## src/rtl/echo_pkg.sv

```systemverilog
// Shared types, widths and address helper for the echo tap scheduler.
package echo_pkg;

   localparam int unsigned DELAY_UNIT_W = 5;
   localparam int unsigned SAMPLE_W     = 12;
   localparam int unsigned ACC_W        = 14;

   typedef enum logic [2:0] {
      StIdle,
      StWrite,
      StRead,
      StDrain,
      StOut
   } echo_state_e;

   // Address of a tap: ptr - samples*d, wrapped to the BRAM depth.
   function automatic int unsigned tap_addr(input int unsigned            ptr,
                                            input int unsigned            samples,
                                            input logic [DELAY_UNIT_W-1:0] d,
                                            input int unsigned            addr_w);
      int unsigned mask;
      mask = (32'd1 << addr_w) - 32'd1;
      return (ptr - samples * 32'(d)) & mask;
   endfunction

endpackage

```

## src/rtl/echo_tap_scheduler_if.sv

```systemverilog
// Single-port delay BRAM port bundle; master side is the scheduler.
interface echo_tap_scheduler_if #(
   parameter int unsigned ADDR_W = 13
);
   import echo_pkg::*;

   logic [ADDR_W-1:0]   mem_addr;
   logic                mem_we;
   logic [SAMPLE_W-1:0] mem_din;
   logic [SAMPLE_W-1:0] mem_dout;

   modport master (output mem_addr, output mem_we, output mem_din, input mem_dout);
   modport slave  (input mem_addr, input mem_we, input mem_din, output mem_dout);

endinterface

```

## src/rtl/echo_mix_accum.sv

```systemverilog
// 14-bit echo mix accumulator with per-tap shift and gating.
// ECHO_SATURATE_EN selects clamping instead of wrapping when narrowing to 12 bits.
module echo_mix_accum
   import echo_pkg::*;
(
   input  logic                clk_i,
   input  logic                rst_ni,
   input  logic                load_i,
   input  logic [SAMPLE_W-1:0] sample_i,
   input  logic                rd_i,
   input  logic                rd_on_i,
   input  logic [2:0]          rd_shift_i,
   input  logic [SAMPLE_W-1:0] dout_i,
   output logic [SAMPLE_W-1:0] mix_o
);

   logic signed [ACC_W-1:0] acc_q, acc_d, contrib, sum;
   logic                    pend_q, pend_on_q;
   logic [2:0]              pend_sh_q;

   // Read data arrives one cycle after the read slot, so its gating travels with it.
   always_comb begin
      contrib = '0;
      if (pend_q && pend_on_q) begin
         contrib = {{(ACC_W - SAMPLE_W){dout_i[SAMPLE_W-1]}}, dout_i};
         contrib = contrib >>> pend_sh_q;
      end
      sum   = acc_q + contrib;
      acc_d = load_i ? {{(ACC_W - SAMPLE_W){sample_i[SAMPLE_W-1]}}, sample_i} : sum;
   end

`ifdef ECHO_SATURATE_EN
   localparam logic signed [ACC_W-1:0] SatMax = 14'sd2047;
   localparam logic signed [ACC_W-1:0] SatMin = -14'sd2048;

   always_comb begin
      mix_o = sum[SAMPLE_W-1:0];
      if (sum > SatMax) begin
         mix_o = 12'h7ff;
      end else if (sum < SatMin) begin
         mix_o = 12'h800;
      end
   end
`else
   logic unused_sum;
   assign unused_sum = ^sum[ACC_W-1:SAMPLE_W];
   assign mix_o      = sum[SAMPLE_W-1:0];
`endif

   always_ff @(posedge clk_i or negedge rst_ni) begin
      if (!rst_ni) begin
         acc_q     <= '0;
         pend_q    <= 1'b0;
         pend_on_q <= 1'b0;
         pend_sh_q <= '0;
      end else begin
         acc_q     <= acc_d;
         pend_q    <= rd_i;
         pend_on_q <= rd_on_i;
         pend_sh_q <= rd_shift_i;
      end
   end

endmodule

```

## src/rtl/echo_tap_scheduler.sv

```systemverilog
// Per-sample sequencer sharing one delay BRAM between a write and NUM_TAPS tap reads.
// Build with ECHO_SATURATE_EN to clamp the mix instead of wrapping it.
module echo_tap_scheduler
   import echo_pkg::*;
#(
   parameter int unsigned SAMPLES  = 240,
   parameter int unsigned NUM_TAPS = 3,
   parameter int unsigned ADDR_W   = 13
) (
   input  logic                             clock,
   input  logic                             reset,
   input  logic                             ready,
   input  logic [SAMPLE_W-1:0]              incoming_sample,
   input  logic [DELAY_UNIT_W*NUM_TAPS-1:0] tap_delays,
   output logic [SAMPLE_W-1:0]              modified_sample,
   output logic                             done,
   output logic                             busy,
   echo_tap_scheduler_if.master             mem
);

   echo_state_e                      state_q, state_d;
   logic [1:0]                       k_q, k_d;
   logic [ADDR_W-1:0]                wr_ptr_q, wr_ptr_d, fill_q, fill_d;
   logic [SAMPLE_W-1:0]              sample_q, out_q, out_d, mix;
   logic [DELAY_UNIT_W*NUM_TAPS-1:0] delays_q;
   logic [DELAY_UNIT_W-1:0]          delay_k;
   logic                             tap_on, load, rd;
   logic [2:0]                       rd_shift;
   logic [ADDR_W-1:0]                addr;
   logic                             we;
   logic [SAMPLE_W-1:0]              din;

   assign delay_k = delays_q[DELAY_UNIT_W*int'(k_q) +: DELAY_UNIT_W];
   // Taps reaching back past the samples written since reset would read stale BRAM.
   assign tap_on  = (delay_k != '0) && (32'(fill_q) >= SAMPLES * 32'(delay_k));

   always_comb begin
      state_d  = state_q;
      k_d      = k_q;
      wr_ptr_d = wr_ptr_q;
      fill_d   = fill_q;
      out_d    = out_q;
      addr     = '0;
      we       = 1'b0;
      din      = '0;
      load     = 1'b0;
      rd       = 1'b0;
      rd_shift = 3'(k_q) + 3'd1;
      done     = 1'b0;
      busy     = (state_q != StIdle);
      unique case (state_q)
         StIdle: begin
            if (ready) state_d = StWrite;
         end
         StWrite: begin
            addr    = wr_ptr_q;
            we      = 1'b1;
            din     = sample_q;
            load    = 1'b1;
            k_d     = '0;
            state_d = StRead;
         end
         StRead: begin
            addr = ADDR_W'(tap_addr(32'(wr_ptr_q), SAMPLES, delay_k, ADDR_W));
            rd   = 1'b1;
            if (32'(k_q) == NUM_TAPS - 1) state_d = StDrain;
            else k_d = k_q + 2'd1;
         end
         StDrain: begin
            out_d   = mix;
            state_d = StOut;
         end
         StOut: begin
            done     = 1'b1;
            wr_ptr_d = wr_ptr_q + 1'b1;
            if (fill_q != {ADDR_W{1'b1}}) fill_d = fill_q + 1'b1;
            state_d  = StIdle;
         end
         default: state_d = StIdle;
      endcase
   end

   always_ff @(posedge clock or negedge reset) begin
      if (!reset) begin
         state_q  <= StIdle;
         k_q      <= '0;
         wr_ptr_q <= '0;
         fill_q   <= '0;
         out_q    <= '0;
         sample_q <= '0;
         delays_q <= '0;
      end else begin
         state_q  <= state_d;
         k_q      <= k_d;
         wr_ptr_q <= wr_ptr_d;
         fill_q   <= fill_d;
         out_q    <= out_d;
         if (state_q == StIdle && ready) begin
            sample_q <= incoming_sample;
            delays_q <= tap_delays;
         end
      end
   end

   echo_mix_accum u_accum (
      .clk_i     (clock),
      .rst_ni    (reset),
      .load_i    (load),
      .sample_i  (sample_q),
      .rd_i      (rd),
      .rd_on_i   (tap_on),
      .rd_shift_i(rd_shift),
      .dout_i    (mem.mem_dout),
      .mix_o     (mix)
   );

   assign modified_sample = out_q;
   assign mem.mem_addr    = addr;
   assign mem.mem_we      = we;
   assign mem.mem_din     = din;

endmodule

```

## src/flat_wrapper.sv

```systemverilog
// flat-port wrapper written by rule: the top's interface ports become plain ports
module echo_tap_scheduler_flat import echo_pkg::*;
#(
   parameter int unsigned SAMPLES  = 240,
   parameter int unsigned NUM_TAPS = 3,
   parameter int unsigned ADDR_W   = 13
)
  (clock, reset, ready, incoming_sample, tap_delays, modified_sample, done, busy, mem_mem_addr, mem_mem_we, mem_mem_din, mem_mem_dout);
  echo_tap_scheduler_if #(.ADDR_W(ADDR_W)) mem_i ();
  input  logic clock;
  input  logic reset;
  input  logic ready;
  input  logic [SAMPLE_W-1:0] incoming_sample;
  input  logic [DELAY_UNIT_W*NUM_TAPS-1:0] tap_delays;
  output logic [SAMPLE_W-1:0] modified_sample;
  output logic done;
  output logic busy;
  output wire logic [$bits(mem_i.mem_addr)-1:0] mem_mem_addr;
  output wire logic [$bits(mem_i.mem_we)-1:0] mem_mem_we;
  output wire logic [$bits(mem_i.mem_din)-1:0] mem_mem_din;
  input wire logic [$bits(mem_i.mem_dout)-1:0] mem_mem_dout;
  assign mem_mem_addr = mem_i.mem_addr;
  assign mem_mem_we = mem_i.mem_we;
  assign mem_mem_din = mem_i.mem_din;
  assign mem_i.mem_dout = mem_mem_dout;
  echo_tap_scheduler #(.SAMPLES(SAMPLES), .NUM_TAPS(NUM_TAPS), .ADDR_W(ADDR_W)) u_core (.clock(clock), .reset(reset), .ready(ready), .incoming_sample(incoming_sample), .tap_delays(tap_delays), .modified_sample(modified_sample), .done(done), .busy(busy), .mem(mem_i));
endmodule
```

## config.mk

```make
export PLATFORM = sky130hd
export DESIGN_NAME = echo_tap_scheduler_flat
export DESIGN_NICKNAME = d
export VERILOG_FILES = /design/src/rtl/echo_pkg.sv /design/src/rtl/echo_tap_scheduler_if.sv /design/src/rtl/echo_mix_accum.sv /design/src/rtl/echo_tap_scheduler.sv /design/src/flat_wrapper.sv
export SDC_FILE = /design/constraint.sdc
export NUM_CORES = 1
export LEC_CHECK = 0
export ABC_CLOCK_PERIOD_IN_PS = 6700
export CAP_MARGIN = 10
export CORE_MARGIN = 3
export CORE_UTILIZATION = 50
export CTS_CLUSTER_DIAMETER = 150
export CTS_CLUSTER_SIZE = 28
export DETAILED_ROUTE_END_ITERATION = 8
export MAX_ROUTING_LAYER = met4
export PLACE_DENSITY = 0.78
export SLEW_MARGIN = 20
export SYNTH_ARGS = -nofsm -noshare
export SYNTH_HDL_FRONTEND = slang
export SYNTH_SLANG_ARGS = --single-unit
```

## constraint.sdc

```tcl
create_clock -name clock -period 6.7 [get_ports clock]
set_clock_uncertainty 0.2 [all_clocks]
set_input_delay 1.005 -clock clock [delete_from_list [all_inputs] [get_ports clock]]
set_output_delay 1.005 -clock clock [all_outputs]
set_load 0.01 [all_outputs]
```

==> results.json <==
{
  "run_status": "complete, no violations",
  "finalNetCount": 737,
  "timing.critical_path.to_type": "primary output",
  "antenna_cells_inserted": 0,
  "htree_num_levels": 3,
  "synth_most_common_cell": "sky130_fd_sc_hd__dfrtp_1",
  "globalRouteTotalUtil_pct": 22.5,
  "grtUsageMet1_pct": 30.6,
  "timing.final.crit_period_ps": 6250,
  "largest_net_degree_at_the_start_of_global_routing": 71,
  "clk_root_buffer_cell": "sky130_fd_sc_hd__clkbuf_16",
  "antenna_left": 0,
  "synthesis.nets": 661,
  "worstPathCellList": "mux2i_1 -> nor2_1 -> a21o_1 -> inv_1 -> fa_1 -> inv_1 -> fa_1 -> ha_1 -> a21o_1 -> a21oi_1 -> xor2_1 -> ha_1 -> nor3_1 -> a21oi_1 -> xor2_1 -> o21ai_0 -> nand2_1 -> o21ai_0 -> clkdlybuf4s50_1",
  "critical_path.max_fanout": 8,
  "finalHoldViolations": 0,
  "drv.max_cap_violation_count": 0,
  "cp_data_required_time_ps": 5490,
  "dpl_cell_area_mm2": 0.00668,
  "overflow": 0,
  "source_to_sink_clock_delay_at_the_later_pin_of_the_worst_skew_pair_ps": 340,
  "routed_wire_per_std_cell_um": 16.9,
  "synth_commonest_cells": "87 x sky130_fd_sc_hd__dfrtp_1, 45 x sky130_fd_sc_hd__nand2_1, 43 x sky130_fd_sc_hd__ha_1, 38 x sky130_fd_sc_hd__inv_1, 38 x sky130_fd_sc_hd__nor2_1",
  "timing.hold.worst_endpoint": "u_core.modified_sample[2]$_DFFE_PN0P_",
  "grt_first_pass_wirelength_um": 22700,
  "holdPathStages": 2,
  "grt_setup_unrepaired": "no",
  "route.final.wire_length_um": 13300,
  "slew_violations": 0,
  "first_global_vias": 4634,
  "holdBufCountCts": 0,
  "regToRegStartpoint": "u_core.k_q[1]$_DFFE_PN0P_",
  "dp_cells": 769,
  "vias": 4495,
  "grt.busiest_layer": "met2",
  "critical_path_arrival_ps": 5050,
  "post_synth_instance_area_mm2": 0.00578,
  "maxClockFrequency_mhz": 160,
  "synth_top_area_share_pct": 37.6,
  "floorplan.die.height_um": 114,
  "number_of_fill_cells": 930,
  "library_cell_contributing_the_largest_single_delay_on_the_critical_path": "sky130_fd_sc_hd__clkdlybuf4s50_1",
  "syn2layout_area_growth_pct": 22.0,
  "ys.warnings.count": 0,
  "io-pin-count": 82,
  "floorplan.initialDensity_pct": 52.2,
  "antenna_found_initial": 0,
  "crit_path_max_incr_delay_ps": 570,
  "reg2regPathDepth": 19,
  "min_from": "u_core.modified_sample[2]$_DFFE_PN0P_",
  "numCtsBuffers": 9,
  "clock_pin_slew_reported_for_the_worst_setup_and_hold_paths_after_clock_tree_synthesis_ps": 60,
  "share_of_post_route_cells_with_drive_strength_above_1_pct": 12.3,
  "synth_top_flop_cell": "sky130_fd_sc_hd__dfrtp_1",
  "setup.worst_path.class": "flip-flop to primary output",
  "cts-root-to-sink-buffers": 2,
  "cts_sinks": 87,
  "setup_viol": 0,
  "ys_async_sr_fraction_pct": 100,
  "die_area_mm2": 0.0129,
  "grt.met2_usage_pct": 35.8,
  "fin_setup_tns_ps": 0,
  "worst-slew-pin-transition_ps": 950,
  "core.rowCount": 38,
  "final_design_area_no_fill_mm2": 0.00706,
  "ys_seq_area_share_pct": 37.6,
  "area_taken_by_multi_input_logic_gates_mm2": 0.00340,
  "cts_tree": "built",
  "drt_iter0_markers": 372,
  "portBuffers": 81,
  "post_synth_inst_count": 568,
  "worst_slew_margin_rel_pct": 36.6,
  "min_path_type": "flip-flop to flip-flop",
  "dpl.hpwl_um": 10000,
  "core-area_mm2": 0.0111,
  "global_route.usage.met3_pct": 3.55,
  "worst-r2r-setup-slack_ps": 1900,
  "syn_area_per_cell_um2": 10.2,
  "yosysTopAreaCell": "sky130_fd_sc_hd__dfrtp_1",
  "yosysUniqueCellTypes": 69,
  "firstDrtPassIters": 5,
  "routed_via_count_divided_by_cell_count": 5.70,
  "detail_route.drc_violations": 0,
  "yosys_register_bits": 87,
  "die_w_um": 114,
  "synthTopCellsByArea": "sky130_fd_sc_hd__dfrtp_1 38%, sky130_fd_sc_hd__ha_1 9.3%, sky130_fd_sc_hd__mux2_2 4.9%",
  "area.sequential_mm2": 0.00218,
  "final.period_utilization_pct": 93.4,
  "worst_setup_sp_type": "flip-flop",
  "synth_edf_count": 0,
  "critical_path.reg2reg.endpoint": "u_core.u_accum.pend_on_q$_DFF_PN0_",
  "gpl.final_weighted_congestion": 0.896,
  "finish.cell_count_without_fillers": 789
}
==> kinds of logic (layout without fill, tap and decap cells) <==
family                     count (synthesis)  after routing  share of synthesized area [%]
xor gates and xnor gates                  42             42                           6.62
AOI/OAI and AO/OA                        117            117                           13.8
adders and majority gates                 52             52                           12.2
muxes                                     50             50                           11.2
buffers and inverters                     61            142                           4.24
DFF                                       87             87                           37.6
and+or+nand+nor                          159            159                           14.2
==> stage by stage <==
step,hold slack (ps),worst slack (ps),utilization [%]
finish,283,445,63.7
global route,306,193,63.7
CTS,291,8.88,63.2
detailed placement,271,180,60.3
global placement,262,269,60.3
floorplan,256,882,-
==> critical path: cells and delay by family, from the launching register on <==
family / cells / cell delay, ps
muxes: 1 / 150
buffers and inverters: 3 / 700
AOI/OAI and AO/OA: 6 / 1090
adders and majority gates: 4 / 1630
xor gates and xnor gates: 2 / 390
DFF: 1 / 490
and+or+nand+nor: 3 / 270
==> metal layers <==
| metal | vias to the layer above | share of wire [%] |
|---|---|---|
| met1 | 2197 | 46 |
| li1 | 2161 | - |
| met3 | 8 | 5.2 |
| met2 | 129 | 48 |
| met4 | 0 | 0.62 |
| met5 | - | 0 |
==> state kept, by name, indices dropped and copies added, names as in the netlist <==
name and flops:
u_core.delays_q 15, u_core.fill_q 13, u_core.wr_ptr_q 13, u_core.modified_sample 12, u_core.sample_q 12, u_core.u_accum.acc_q 12, u_core.state_q 3, u_core.u_accum.pend_sh_q 3
u_core.k_q 2, u_core.u_accum.pend_on_q 1, u_core.u_accum.pend_q 1
==> layout make-up <==
type / count / area share, %
timing repair buffer: 87 / 12.2
tap: 140 / 2.48
clock inverter: 4 / 0.762
clock buffer: 12 / 3.49
multi-input combinational: 420 / 48.1
sequential: 87 / 30.9
inverter: 39 / 2.07
==> worst max path at each step <==
stage | startpoint | endpoint | slack [ps] | cells after the start
2_1_floorplan | u_core.k_q[1]$_DFFE_PN0P_ | mem_mem_addr[12] | 880 | 17
3_3_place_gp | u_core.k_q[1]$_DFFE_PN0P_ | mem_mem_addr[11] | 270 | 17
3_5_place_dp | u_core.k_q[1]$_DFFE_PN0P_ | mem_mem_addr[11] | 180 | 17
4_1_cts | u_core.k_q[1]$_DFFE_PN0P_ | mem_mem_addr[11] | 9 | 18
5_1_grt | u_core.k_q[1]$_DFFE_PN0P_ | mem_mem_addr[10] | 190 | 19
6_report | u_core.k_q[1]$_DFFE_PN0P_ | mem_mem_addr[10] | 450 | 19
==> cells in the final DEF (no fill, tap or decap), types with 6 or more instances in the layout <==
cell type	n
sky130_fd_sc_hd__and3_1	6
sky130_fd_sc_hd__xnor2_1	23
sky130_fd_sc_hd__nand2_1	45
sky130_fd_sc_hd__xor2_1	16
sky130_fd_sc_hd__and2_1	16
sky130_fd_sc_hd__nor2_1	37
sky130_fd_sc_hd__a21o_1	10
sky130_fd_sc_hd__inv_1	37
sky130_fd_sc_hd__fa_1	7
sky130_fd_sc_hd__o21bai_1	11
sky130_fd_sc_hd__nand3_1	8
sky130_fd_sc_hd__mux2_2	25
sky130_fd_sc_hd__clkdlybuf4s50_1	78
sky130_fd_sc_hd__mux2i_1	12
sky130_fd_sc_hd__a21oi_1	18
sky130_fd_sc_hd__dfrtp_1	85
sky130_fd_sc_hd__o21a_1	12
sky130_fd_sc_hd__clkbuf_16	9
sky130_fd_sc_hd__buf_4	7
sky130_fd_sc_hd__nand4_1	8
sky130_fd_sc_hd__ha_1	42
sky130_fd_sc_hd__o21ai_0	23
sky130_fd_sc_hd__mux4_2	9
sky130_fd_sc_hd__nor2b_1	6
sky130_fd_sc_hd__nor3_1	7
==> repair_timing <==
action | in CTS | in global routing
pin swaps | 0 | 1
cloned | 0 | 0
hold endpoints to repair | 0 | 0
setup buffers | 0 | 4
endpoints found under the setup margin | 2 | 2
gates resized for setup | 7 | 7
Power is not shown: default switching activity piles up to over one toggle a cycle in this logic, so the estimate is an artifact.
